## src/rtl/hid_mc.sv

```systemverilog
// hid_mc: multi-channel HID receiver on the IO MCU byte link.
// Decodes status/keyboard/mouse/joystick/DB9 packets; buffers key events and accumulates mouse motion.
module hid_mc #(
  parameter int NUM_JOY   = 2,
  parameter int NUM_DB9   = 1,
  parameter int KBD_DEPTH = 8
) (
  input  logic                 clk,
  input  logic                 reset_n,
  input  logic                 data_in_strobe,
  input  logic                 data_in_start,
  input  logic [7:0]           data_in,
  output logic [7:0]           data_out,
  input  logic [6*NUM_DB9-1:0] db9_port,
  output logic                 irq,
  input  logic                 iack,
  output logic [7:0]           kbd_code,
  output logic                 kbd_valid,
  input  logic                 kbd_ready,
  output logic                 kbd_overflow,
  output logic [1:0]           mouse_btns,
  output logic [7:0]           mouse_dx,
  output logic [7:0]           mouse_dy,
  output logic                 mouse_valid,
  input  logic                 mouse_ack,
  output logic [8*NUM_JOY-1:0] joy_dig,
  output logic [8*NUM_JOY-1:0] joy_ax,
  output logic [8*NUM_JOY-1:0] joy_ay,
  output logic [8*NUM_JOY-1:0] joy_extra,
  output logic [NUM_JOY-1:0]   joy_strobe
);

  localparam int AW = $clog2(KBD_DEPTH);
  localparam int DW = 6 * NUM_DB9;
  localparam int JW = 8 * NUM_JOY;

  localparam logic [7:0] CMD_STATUS = 8'd0;
  localparam logic [7:0] CMD_KBD    = 8'd1;
  localparam logic [7:0] CMD_MOUSE  = 8'd2;
  localparam logic [7:0] CMD_JOY    = 8'd3;
  localparam logic [7:0] CMD_DB9    = 8'd4;

  localparam logic [7:0]  BLOCK_VERSION = 8'h02;
  localparam logic [3:0]  NJ4           = 4'(NUM_JOY);
  localparam logic [3:0]  ND4           = 4'(NUM_DB9);
  localparam logic [AW:0] KBD_FULL_CNT  = (AW + 1)'(KBD_DEPTH);

  // Packet decode state
  logic [7:0]    cmd_q, cmd_d;
  logic [3:0]    idx_q, idx_d;
  logic [7:0]    data_out_q, data_out_d;

  // Keyboard FIFO
  logic [7:0]    kbd_mem [KBD_DEPTH];
  logic [AW-1:0] wr_ptr_q, wr_ptr_d;
  logic [AW-1:0] rd_ptr_q, rd_ptr_d;
  logic [AW:0]   kbd_cnt_q, kbd_cnt_d;
  logic          kbd_ovf_q, kbd_ovf_d;
  logic          kbd_push, kbd_wr, kbd_pop, kbd_full;

  // Mouse
  logic [1:0]    btns_q, btns_d;
  logic [7:0]    dx_cap_q, dx_cap_d;
  logic [7:0]    dx_q, dx_d;
  logic [7:0]    dy_q, dy_d;
  logic          mvalid_q, mvalid_d;
  logic          m_acc;

  // Joysticks
  logic [7:0]    dev_q, dev_d;
  logic [JW-1:0] dig_q, dig_d;
  logic [JW-1:0] ax_q, ax_d;
  logic [JW-1:0] ay_q, ay_d;
  logic [JW-1:0] ex_q, ex_d;
  logic [NUM_JOY-1:0] jstb_q, jstb_d;

  // DB9 synchronisers and interrupt
  logic [DW-1:0] sync1_q, sync2_q, sync3_q;
  logic          irq_en_q, irq_en_d;
  logic          irq_q, irq_d;
  logic          db9_change;

  logic byte_v, cmd_v;

  assign cmd_v      = data_in_strobe & data_in_start;
  assign byte_v     = data_in_strobe & ~data_in_start;
  assign kbd_valid  = (kbd_cnt_q != '0);
  assign kbd_full   = (kbd_cnt_q == KBD_FULL_CNT);
  assign kbd_pop    = kbd_valid & kbd_ready;
  assign db9_change = |(sync2_q ^ sync3_q);

  function automatic logic [7:0] sat_add8(input logic [7:0] a, input logic [7:0] b);
    logic [8:0] s;
    s = {a[7], a} + {b[7], b};
    if (s[8] != s[7]) return s[8] ? 8'h80 : 8'h7F;
    return s[7:0];
  endfunction

  always_comb begin
    cmd_d      = cmd_q;
    idx_d      = idx_q;
    data_out_d = data_out_q;
    kbd_ovf_d  = kbd_ovf_q;
    kbd_push   = 1'b0;
    kbd_wr     = 1'b0;
    wr_ptr_d   = wr_ptr_q;
    rd_ptr_d   = rd_ptr_q;
    kbd_cnt_d  = kbd_cnt_q;
    btns_d     = btns_q;
    dx_cap_d   = dx_cap_q;
    dx_d       = dx_q;
    dy_d       = dy_q;
    mvalid_d   = mvalid_q;
    m_acc      = 1'b0;
    dev_d      = dev_q;
    dig_d      = dig_q;
    ax_d       = ax_q;
    ay_d       = ay_q;
    ex_d       = ex_q;
    jstb_d     = '0;
    irq_en_d   = irq_en_q;
    irq_d      = irq_q;

    // A change seen while armed raises irq once and disarms; iack overrides the raise.
    if (irq_en_q && db9_change) begin
      irq_d    = 1'b1;
      irq_en_d = 1'b0;
    end
    if (iack) irq_d = 1'b0;

    if (cmd_v) begin
      cmd_d = data_in;
      idx_d = 4'd0;
    end else if (byte_v) begin
      if (idx_q != 4'hF) idx_d = idx_q + 4'd1;
      data_out_d = 8'h00;
      case (cmd_q)
        CMD_STATUS: begin
          case (idx_q)
            4'd0: data_out_d = BLOCK_VERSION;
            4'd1: data_out_d = {NJ4, ND4};
            4'd2: begin
              data_out_d = {7'b0, kbd_ovf_q};
              kbd_ovf_d  = 1'b0;
            end
            default: data_out_d = 8'h00;
          endcase
        end
        CMD_KBD: kbd_push = (idx_q == 4'd0);
        CMD_MOUSE: begin
          case (idx_q)
            4'd0: btns_d   = data_in[1:0];
            4'd1: dx_cap_d = data_in;
            4'd2: m_acc    = 1'b1;
            default: ;
          endcase
        end
        CMD_JOY: begin
          if (idx_q == 4'd0) begin
            dev_d = data_in;
          end else begin
            // Out-of-range devices match no channel, so their bytes fall through untouched.
            for (int j = 0; j < NUM_JOY; j++) begin
              if (dev_q == 8'(j)) begin
                case (idx_q)
                  4'd1: dig_d[8*j +: 8] = data_in;
                  4'd2: ax_d[8*j +: 8]  = data_in;
                  4'd3: ay_d[8*j +: 8]  = data_in;
                  4'd4: begin
                    ex_d[8*j +: 8] = data_in;
                    jstb_d[j]      = 1'b1;
                  end
                  default: ;
                endcase
              end
            end
          end
        end
        CMD_DB9: begin
          for (int s = 0; s < NUM_DB9; s++) begin
            if (idx_q == 4'(s)) data_out_d = {2'b00, sync2_q[6*s +: 6]};
          end
          if (idx_q == 4'd0) irq_en_d = 1'b1;
        end
        default: ;
      endcase
    end

    // A full FIFO still accepts a push when the head is popped in the same cycle.
    if (kbd_push) begin
      if (!kbd_full || kbd_pop) kbd_wr = 1'b1;
      else                      kbd_ovf_d = 1'b1;
    end
    if (kbd_wr)  wr_ptr_d = wr_ptr_q + 1'b1;
    if (kbd_pop) rd_ptr_d = rd_ptr_q + 1'b1;
    kbd_cnt_d = kbd_cnt_q + {{AW{1'b0}}, kbd_wr} - {{AW{1'b0}}, kbd_pop};

    if (m_acc) begin
      dx_d     = sat_add8(mouse_ack ? 8'h00 : dx_q, dx_cap_q);
      dy_d     = sat_add8(mouse_ack ? 8'h00 : dy_q, data_in);
      mvalid_d = 1'b1;
    end else if (mouse_ack) begin
      dx_d     = 8'h00;
      dy_d     = 8'h00;
      mvalid_d = 1'b0;
    end
  end

  always_ff @(posedge clk) begin
    if (kbd_wr) kbd_mem[wr_ptr_q] <= data_in;
  end

  always_ff @(posedge clk or negedge reset_n) begin
    if (!reset_n) begin
      cmd_q      <= '0;
      idx_q      <= '0;
      data_out_q <= '0;
      wr_ptr_q   <= '0;
      rd_ptr_q   <= '0;
      kbd_cnt_q  <= '0;
      kbd_ovf_q  <= 1'b0;
      btns_q     <= '0;
      dx_cap_q   <= '0;
      dx_q       <= '0;
      dy_q       <= '0;
      mvalid_q   <= 1'b0;
      dev_q      <= '0;
      dig_q      <= '0;
      ax_q       <= '0;
      ay_q       <= '0;
      ex_q       <= '0;
      jstb_q     <= '0;
      sync1_q    <= '0;
      sync2_q    <= '0;
      sync3_q    <= '0;
      irq_en_q   <= 1'b0;
      irq_q      <= 1'b0;
    end else begin
      cmd_q      <= cmd_d;
      idx_q      <= idx_d;
      data_out_q <= data_out_d;
      wr_ptr_q   <= wr_ptr_d;
      rd_ptr_q   <= rd_ptr_d;
      kbd_cnt_q  <= kbd_cnt_d;
      kbd_ovf_q  <= kbd_ovf_d;
      btns_q     <= btns_d;
      dx_cap_q   <= dx_cap_d;
      dx_q       <= dx_d;
      dy_q       <= dy_d;
      mvalid_q   <= mvalid_d;
      dev_q      <= dev_d;
      dig_q      <= dig_d;
      ax_q       <= ax_d;
      ay_q       <= ay_d;
      ex_q       <= ex_d;
      jstb_q     <= jstb_d;
      sync1_q    <= db9_port;
      sync2_q    <= sync1_q;
      sync3_q    <= sync2_q;
      irq_en_q   <= irq_en_d;
      irq_q      <= irq_d;
    end
  end

  assign data_out     = data_out_q;
  assign irq          = irq_q;
  assign kbd_code     = kbd_valid ? kbd_mem[rd_ptr_q] : 8'h00;
  assign kbd_overflow = kbd_ovf_q;
  assign mouse_btns   = btns_q;
  assign mouse_dx     = dx_q;
  assign mouse_dy     = dy_q;
  assign mouse_valid  = mvalid_q;
  assign joy_dig      = dig_q;
  assign joy_ax       = ax_q;
  assign joy_ay       = ay_q;
  assign joy_extra    = ex_q;
  assign joy_strobe   = jstb_q;

endmodule

```

## config.mk

```make
export PLATFORM = sky130hd
export DESIGN_NAME = hid_mc
export DESIGN_NICKNAME = d
export VERILOG_FILES = /design/src/rtl/hid_mc.sv
export SDC_FILE = /design/constraint.sdc
export NUM_CORES = 1
export LEC_CHECK = 0
export CAP_MARGIN = 20
export CORE_ASPECT_RATIO = 0.9
export CORE_MARGIN = 2
export CORE_UTILIZATION = 55
export CTS_CLUSTER_SIZE = 30
export DETAILED_ROUTE_END_ITERATION = 16
export PLACE_DENSITY = 0.8
export RECOVER_POWER = 25
export SKIP_CTS_REPAIR_TIMING = 1
export SYNTH_ARGS = -nofsm -noshare
export SYNTH_HDL_FRONTEND = slang
export SYNTH_SLANG_ARGS = --single-unit
```

## constraint.sdc

```tcl
create_clock -name clk -period 3.1 [get_ports clk]
set_input_delay 0.62 -clock clk [delete_from_list [all_inputs] [get_ports clk]]
set_output_delay 0.62 -clock clk [all_outputs]
set_load 0.05 [all_outputs]
```

# Word-level counts from Yosys, hierarchy flattened
# Memory sizes are Yosys's and may differ from the RTL's.
# Index checks and enable logic that the tools add are counted.
# totals
ff_bits	152
mem_bits_rw	64
word_cells	134
mem_count	1
# op_classes
n_eq_ne	13
n_addsub	7
muxes	54
n_reduce_logical	25
bitwise_logic	7
# mem_list
name	words	word_bits	rd	rd_clocked_by_memory_dff	write_ports	line_no	source
kbd_mem	8	8	1	0	1	54	logic [7:0] kbd_mem [KBD_DEPTH];
# ops
cell	count
$mux W8	11
$reduce_and A6 Y1	8
$mux W1	33
$add A8 B8 Y9	2
$pmux W6 S3	1
$eq A8 B1 Y1 const B	2
$eq A8 B2 Y1 const B	2
$logic_not A8 Y1	2
$mux W4	3
$pmux W6 S2	1
$reduce_and A4 Y1	3
$eq A4 B2 Y1 const B	2
$eq A8 B3 Y1 const B	1
$mux W2	4
$reduce_bool A2 Y1	4
$add A3 B1 Y3 const B	2
$mux W6	1
$reduce_or A6 Y1	1
$xor A6 B6 Y6	1
$add A4 B1 Y4	1
$add A4 B1 Y4 const B	1
$eq A4 B1 Y1 const B	1
$eq A4 B3 Y1 const B	1
$eq A4 B4 Y1 const B	1
other kinds (11)	17

# Logic depth before layout (Yosys ltp)
# Gate-level depths: netlist of run 1.
# depth
ltp_word	8
depth_mapped	13

# Least setup slack after synthesis of run 1
# OpenSTA, ideal clock, no wires.
# synth_timing
kind	register to output
from	register rd_ptr_q[0]
to	output kbd_code[6]
path_stages_with_launch	6
t_required_ns	2.480
arrival_time_ns	2.352
n_path_buf	2
setup_slack_ns	0.128
cell_sequence	dfrtp_1 -> clkbuf_1 -> buf_1 -> mux4_2 -> mux2i_1 -> nor2_1
# synth_via
elab_chain_len	2
# synth_lines
item	line_no	source
from (decl)	56	logic [AW-1:0] rd_ptr_q, rd_ptr_d;
from (signal assigned)	243	rd_ptr_q <= rd_ptr_d;
$mem_v2 Z8 W8	n/a	
$mux W8	267	assign kbd_code = kbd_valid ? kbd_mem[rd_ptr_q] : 8'h00;
to (decl)	17	output logic [7:0] kbd_code,
# No other way between the ends.

# Final worst setup path of run 1
# layout_timing
from	register rd_ptr_q[1]
to	output kbd_code[2]
# Same word-level chain as after synthesis.

==> results of run 1 <==
[final timing paths]
kind	startpoint	end	slack [ns]	cells after the start
worst max-delay path	rd_ptr_q[1]	kbd_code[2]	0.13	4
worst min-delay path	sync1_q[3]	sync2_q[3]	0.34	0
worst max register to register	cmd_q[3]	joy_dig[2]	0.40	6
worst min register to register	sync1_q[3]	sync2_q[3]	0.34	0
max in group asynchronous	reset_n	mouse_valid	1.15	2
min in group asynchronous	reset_n	sync3_q[3]	0.50	1
[final cells by class]
cell class	count	share of cell area, %
clock buffers	33	5.59
clock inverters	9	0.728
inverters	24	0.771
multi-input cells	409	29.0
flip-flops and latches	214	48.6
well taps	207	2.22
repair buffers	168	13.1
[power by group through the flow]
stage | sequential (µW) | combinational (µW) | clock, µW
after floorplan | 3130 | 1050 | 0
final | 3150 | 1410 | 2640
after CTS | 3150 | 1430 | 2690
after global routing | 3170 | 1530 | 2810
after global placement | 3190 | 1380 | 0
after detailed placement | 3200 | 1430 | 0
[cells in the final DEF (no fill, tap or decap), types with 18 or more instances in the layout]
master	synthesis	routed
sky130_fd_sc_hd__ha_1	27	27
sky130_fd_sc_hd__nor2_1	38	38
sky130_fd_sc_hd__inv_1	24	24
sky130_fd_sc_hd__mux2_2	77	77
sky130_fd_sc_hd__nand2_1	48	48
sky130_fd_sc_hd__nor2b_1	18	18
sky130_fd_sc_hd__buf_4	2	52
sky130_fd_sc_hd__o21ai_0	21	21
sky130_fd_sc_hd__dfrtp_1	150	150
sky130_fd_sc_hd__clkdlybuf4s50_1	0	107
sky130_fd_sc_hd__a21oi_1	20	20
sky130_fd_sc_hd__clkbuf_16	0	23
sky130_fd_sc_hd__edfxtp_1	64	64
[Yosys cell counts (all sizes together), types with 2 or more instances]
master / number / area [µm²]
dfrtp: 150 / 3750
mux2: 87 / 1010
edfxtp: 64 / 1920
nand2: 49 / 186
nor2: 40 / 160
ha: 27 / 338
inv: 24 / 90.1
o21ai: 22 / 110
a21oi: 20 / 100
clkbuf: 18 / 67.6
nor2b: 18 / 113
mux4: 16 / 360
xnor2: 16 / 140
nand2b: 13 / 81.3
nand3: 13 / 65.1
nor3: 13 / 92.6
mux2i: 10 / 100
a21o: 8 / 60.1
a2bb2oi: 7 / 61.3
buf: 7 / 42.5
and3: 5 / 31.3
xor2: 5 / 43.8
a211oi: 3 / 22.5
a31oi: 3 / 18.8
and2: 3 / 18.8
fa: 3 / 60.1
o22ai: 3 / 18.8
nand4: 2 / 12.5
nand4b: 2 / 17.5
nor4: 2 / 18.8
o211ai: 2 / 15.0
o21bai: 2 / 15.0
or2: 2 / 12.5
or3: 2 / 17.5
[critical path: cells and delay by family (launching register included)]
| family | cells | cell delay, ns |
|---|---|---|
| AND/OR/NAND/NOR | 1 | 0.07 |
| flip-flops | 1 | 0.87 |
| multiplexers | 2 | 0.71 |
| buffers and inverters | 1 | 0.20 |
[metal layers]
layer | share of wire, % | wire length [µm] | vias up | GRT usage [%]
li1 | - | - | 2742 | -
met1 | 43 | 9170 | 3025 | 33.3
met2 | 49 | 10500 | 170 | 41.2
met3 | 6.1 | 1300 | 33 | 5.92
met4 | 1.8 | 375 | 0 | 4.71
met5 | 0 | 0 | - | 0
[metrics by stage]
step / cell area, µm² / cells / utilization, % / setup slack [ns]
floorplan: 9270 / 672 / - / 0.128
global placement: 11000 / 1022 / 67.3 / -0.0314
detailed placement: 11000 / 1022 / 67.3 / -0.129
CTS: 11700 / 1064 / 71.8 / 0.141
global route: 11700 / 1064 / 71.7 / 0.00993
finish: 11700 / 1064 / 71.7 / 0.126
[flip-flops by register name, summed over array words and instances, names as in the netlist, 2 cells and up]
register and count:
data_out 6, joy_strobe 2, wr_ptr_q 3, joy_extra 16, sync1_q 6, sync3_q 6, kbd_mem 64, joy_ay 16
idx_q 4, joy_ax 16, cmd_q 8, mouse_btns 2, joy_dig 16, mouse_dx 8, kbd_cnt_q 4, mouse_dy 8
sync2_q 6, dx_cap_q 8, dev_q 8, rd_ptr_q 3
[cell families (layout without fill, tap and decap cells)]
family,after synthesis,after routing,synth area share [%]
other cells,1,2,0.0405
fa+ha+maj,30,30,4.30
simple gates,166,166,9.13
xor+xnor,21,21,1.99
flops,214,214,61.3
buf+inv,49,234,2.16
compound gates,77,77,5.23
mux,113,113,15.9
==> Implementation_results.wiki, run 1 <==
{| class="wikitable"
! Metric !! Value
|-
| Sequential Area || about 0.0057 mm²
|-
| Sequential-to-total area share from yosys stat || between 60% and 70%
|-
| Maximum number of pins on one net before global-route repair || 67
|-
| Worst EP required || between 2 and 2.5 ns
|-
| Global-route total usage across every layer || around a quarter
|-
| Core Box Area || about 0.016 mm²
|-
| Die outline area || 0.0179 mm²
|-
| Data arrival, critical path || 2.35 ns
|-
| Deepest clock path buffer count || 3
|-
| Number of antenna violations at the first check in global routing || 0
|-
| Relative slew slack || -4.07%
|-
| Ys Warns || 0
|-
| Run status || finished with violations
|-
| Number of placement rows || 44
|-
| Area of the multi-input gates || about 0.0034 mm²
|-
| Cell breakdown of the critical path || mux4_2 > mux2i_1 > nor2_1 > buf_4
|-
| Share of cells above drive strength 1 || a little under a quarter
|-
| Sequential group share of total power || 43.7%
|-
| Number of enable flip-flop cells after synthesis || 64
|-
| Maximum ir drop on the vdd rail || about 0.47 mV
|-
| Vias || 5970
|-
| Unrepaired setup endpoints after global routing || false
|-
| Clock tree from TritonCTS || done
|-
| Leakage Power || 0.00521 µW
|-
| Via count of the first global-routing pass || 6451
|-
| Wire length of the first global-routing pass || 34500 µm
|-
| P_int || 5140 µW
|-
| Mapped cell area || 0.00926 mm²
|-
| Cell with the largest stage delay on the worst path || sky130_fd_sc_hd__dfrtp_1
|-
| Number of H-tree levels || 1
|-
| Max FO, Critical Path || 18
|-
| Critical path class || reg2out
|-
| Max cap viols || 1
|-
| Height of the die || around 130 µm
|-
| Synth Instances || 671
|-
| Most used flip-flop cell after synthesis || sky130_fd_sc_hd__dfrtp_1
|-
| Class of the most critical hold timing path || reg2reg
|-
| Avg Vias per Cell || 5.61
|-
| Final-report max-slew violation count || 67
|-
| CP endpoint kind || output pin
|-
| Per-cell routed wire length || roughly 20 µm
|-
| Antenna viol nets, final || 0
|-
| Share of synthesized registers carrying an async set or reset || between 70% and 80%
|-
| Psw || 2060 µW
|-
| Setup_tns || 0 ns
|-
| Insertion delay of the later-clocked pin in the worst-skew pair || 0.52 ns
|-
| Post-layout power || 7210 µW
|-
| Count of antenna diodes in the layout || 0
|-
| Violations in the final reports || capacitance limit, slew limit
|-
| Drc violations || 0
|-
| P&R area growth vs syn || 26.2%
|-
| Switching share of total power || 28.7%
|-
| Top-Level Pins || between 100 and 150
|-
| Synth Register Bits || 214
|-
| Wire length after detailed routing || between 20000 and 25000 µm
|-
| Clock group share of total power || 36.7%
|-
| Period utilisation layout || around 96%
|-
| Number of CTS-inserted buffers || 23
|-
| Initial Util || about 57%
|-
| Placer's final routability congestion estimate || 0.829
|-
| Gr ovfl total || 0
|-
| Post-layout minimum cycle time || between 2 and 3 ns
|-
| Total setup violations reported at the end of the flow || 0
|-
| Combinational cell fraction of total power || 19.6%
|-
| Clock Tree Root || sky130_fd_sc_hd__clkbuf_16
|-
| Detail Placement HPWL || 14900 µm
|-
| Largest clock skew in the final design || between 0.015 and 0.02 ns
|-
| Total number of clock tree sinks || around 210
|-
| Power per standard cell area || 616 mW/mm²
|-
| Number of nets in the layout || 891
|-
| Filler cell count || 1074
|-
| Synthesized area per cell || approximately 14 µm²
|-
| Worst hold slack || ~0.34 ns
|-
| Distinct cell type count after synthesis || slightly below 60
|-
| Die Width || between 100 and 150 µm
|-
| Achievable clock frequency || 336 MHz
|-
| Clock transition at path regs || 0.06 ns
|-
| Count of TritonRoute iterations in the first routing pass || 5
|-
| Element type at the critical path start || flip-flop
|-
| Delay of the slowest cell on the worst path || 0.87 ns
|-
| Actual transition at the worst max-transition pin || 1.56 ns
|-
| I/O Buffers || 122
|-
| Total count of hold-check failures in the final report || 0
|-
| Detailed Route Iter0 Violations || 545
|}
No activity file was read; power rests on OpenSTA's default activity.
==> inputs of run 2 (changes only) <==
Settings changed: CAP_MARGIN 20 to not set, GPL_TIMING_DRIVEN set to 0.
==> Implementation_results.wiki, run 2 (same netlist as run 1, synthesis figures left out) <==
{| class="wikitable"
! Metric !! Value
|-
| Unrepaired setup endpoints after global routing || true
|-
| Die Width || 141 µm
|-
| Initial Util || 56.8%
|-
| Post-placement cell area || 0.0108 mm²
|-
| Reg-to-reg critical path startpoint || cmd_q[3]
|-
| Filler cell count || 1068
|-
| Endpoint of the worst-slack reg-to-reg timing path || kbd_mem[0][0]
|-
| Class of the most critical hold timing path || reg2reg
|-
| Most common library cell in the layout ignoring fill and taps || sky130_fd_sc_hd__dfrtp_1
|-
| Power per standard cell area || 603 mW/mm²
|-
| Post-route met1 wirelength || 8250 µm
|-
| Number of antenna violations at the first check in global routing || 0
|-
| Largest clock skew in the final design || roughly 0.010 ns
|-
| I/O Buffers || 122
|-
| Worst EP required || 3.23 ns
|-
| Sequential Area || 0.00568 mm²
|-
| Run status || finished with violations
|-
| Top-Level Pins || about 130
|-
| Met3 wire length || 1510 µm
|-
| Detail Placement HPWL || 14000 µm
|-
| Via count of the first global-routing pass || 6204
|-
| CP endpoint kind || flip-flop
|-
| Count of TritonRoute iterations in the first routing pass || 4
|-
| Maximum ir drop on the vdd rail || 0.556 mV
|-
| End point of the critical path || kbd_mem[0][0]
|-
| Setup crit start || data_in_start
|-
| Max cap viols || 1
|-
| Number of CTS-inserted buffers || 22
|-
| Number of H-tree levels || 1
|-
| Vias || 5853
|-
| Count of antenna diodes in the layout || 0
|-
| Height of the die || 127 µm
|-
| Core Box Area || between 0.015 and 0.02 mm²
|-
| Data arrival, critical path || 3.12 ns
|-
| Leakage Power || between 0.005 and 0.006 µW
|-
| Clock Tree Root || sky130_fd_sc_hd__clkbuf_16
|-
| Deepest clock path buffer count || 3
|-
| Routed wire length on met2 || 9840 µm
|-
| Antenna viol nets, final || 0
|-
| Die outline area || about 0.018 mm²
|-
| Max FO, Critical Path || 9
|-
| Total number of clock tree sinks || 214
|-
| Actual transition at the worst max-transition pin || 2.10 ns
|-
| Highest signal layer in the routed design || met4
|-
| Relative slew slack || -40.3%
|-
| Wire length of the first global-routing pass || 32400 µm
|-
| Number of placement rows || 44
|-
| Register with the most flip-flops || kbd_mem
|-
| Achievable clock frequency || around 330 MHz
|-
| Final non-filler cell area || roughly 0.011 mm²
|-
| Detailed Route Iter0 Violations || 421
|-
| Drc violations || 0
|-
| Number of flip-flops in the largest register || 64
|-
| Clock transition at path regs || 0.06 ns
|-
| Gr ovfl total || 0
|-
| Post-layout minimum cycle time || between 2 and 3 ns
|-
| Commonest cells after routing, fill and taps aside || 150 x sky130_fd_sc_hd__dfrtp_1, 103 x sky130_fd_sc_hd__clkdlybuf4s50_1, 77 x sky130_fd_sc_hd__mux2_2
|-
| Element type at the critical path start || input port
|-
| Placer's final routability congestion estimate || 0.856
|-
| Area of the multi-input gates || 0.00344 mm²
|-
| Maximum number of pins on one net before global-route repair || 87
|-
| Critical path class || in2reg
|-
| P&R area growth vs syn || 23.5%
|-
| Clock tree from TritonCTS || done
|-
| Post-layout utilization of the core || 70.2%
|-
| Final-report max-slew violation count || 86
|-
| Violations in the final reports || capacitance limit, slew limit
|-
| Insertion delay of the later-clocked pin in the worst-skew pair || 0.50 ns
|-
| Total count of hold-check failures in the final report || 0
|-
| Total setup violations reported at the end of the flow || 0
|-
| Worst-case register-to-register setup slack || 0.13 ns
|-
| Global-route total usage across every layer || 22.6%
|-
| Wire length after detailed routing || 20000 µm
|-
| Worst Reg-to-Reg Cells || 6
|-
| Share of cells above drive strength 1 || 20.2%
|-
| Avg Vias per Cell || 5.64
|-
| Per-cell routed wire length || 19.3 µm
|-
| Number of nets in the layout || 870
|-
| Period utilisation layout || 96.7%
|}
==> run 2: changes by cell type in the layout (fill, tap and decap cells not counted), sizes merged <==
cell,previous run,this run
bufinv,1,0
dlygate4sd3,6,7
buf,52,8
clkinvlp,0,1
clkbuf,36,57
clkinv,6,4
clkdlybuf4s50,107,103
inv,26,24
dlymetal6s2s,0,3
==> run 2: final cells by class <==
cell class                 count  area share, %
inverter                      24          0.788
tap                          207           2.26
sequential                   214           49.6
timing repair buffer         123           10.6
clock inverter                 5          0.230
buffer                        25           1.10
clock buffer                  30           5.35
multi-input combinational    409           30.1
==> run 2: routing by layer <==
layer | vias to the layer above | track usage, %
met2 | 169 | 38.2
met5 | - | 0
met1 | 2951 | 29.2
li1 | 2691 | -
met4 | 0 | 5.82
met3 | 42 | 6.41
==> run 2: worst min path at each step <==
stage / slack, ns / cells after the start / from / to
finish: 0.35 / 0 / sync1_q[5] / sync2_q[5]
global route: 0.36 / 0 / sync1_q[5] / sync2_q[5]
CTS: 0.21 / 1 / reset_n / sync1_q[2]
detailed placement: 0.33 / 0 / sync1_q[5] / sync2_q[5]
global placement: 0.33 / 0 / sync1_q[0] / sync2_q[0]
floorplan: 0.32 / 0 / reset_n / cmd_q[0]
==> run 2: where the power goes <==
group	internal, µW	switching (µW)
Combinational	544	900
Sequential	3010	70.8
Clock	1370	1010
Total	4920	1980
==> run 2: metrics by stage <==
stage | setup WS, ns | TNS [ns] | total power, µW | hold WS [ns] | cells
floorplan | 0.128 | 0 | 4190 | 0.324 | 672
global placement | -4.19 | -683.57 | 4590 | 0.332 | 1001
detailed placement | -0.958 | -61.67 | 4650 | 0.335 | 1002
CTS | -1.22 | -22.82 | 7010 | 0.205 | 1037
global route | -0.0752 | -1.93 | 7190 | 0.357 | 1037
finish | 0.103 | 0 | 6900 | 0.347 | 1037
==> run 2: worst max-delay path: stages <==
cell and delay (ns):
sky130_fd_sc_hd__clkdlybuf4s50_1 0.52, sky130_fd_sc_hd__nor2b_1 0.15, sky130_fd_sc_hd__clkbuf_2 0.24, sky130_fd_sc_hd__and3_1 0.21
sky130_fd_sc_hd__nand4b_1 0.25, sky130_fd_sc_hd__nor2b_1 0.31, sky130_fd_sc_hd__nand2b_1 0.19, sky130_fd_sc_hd__nor3_2 0.62
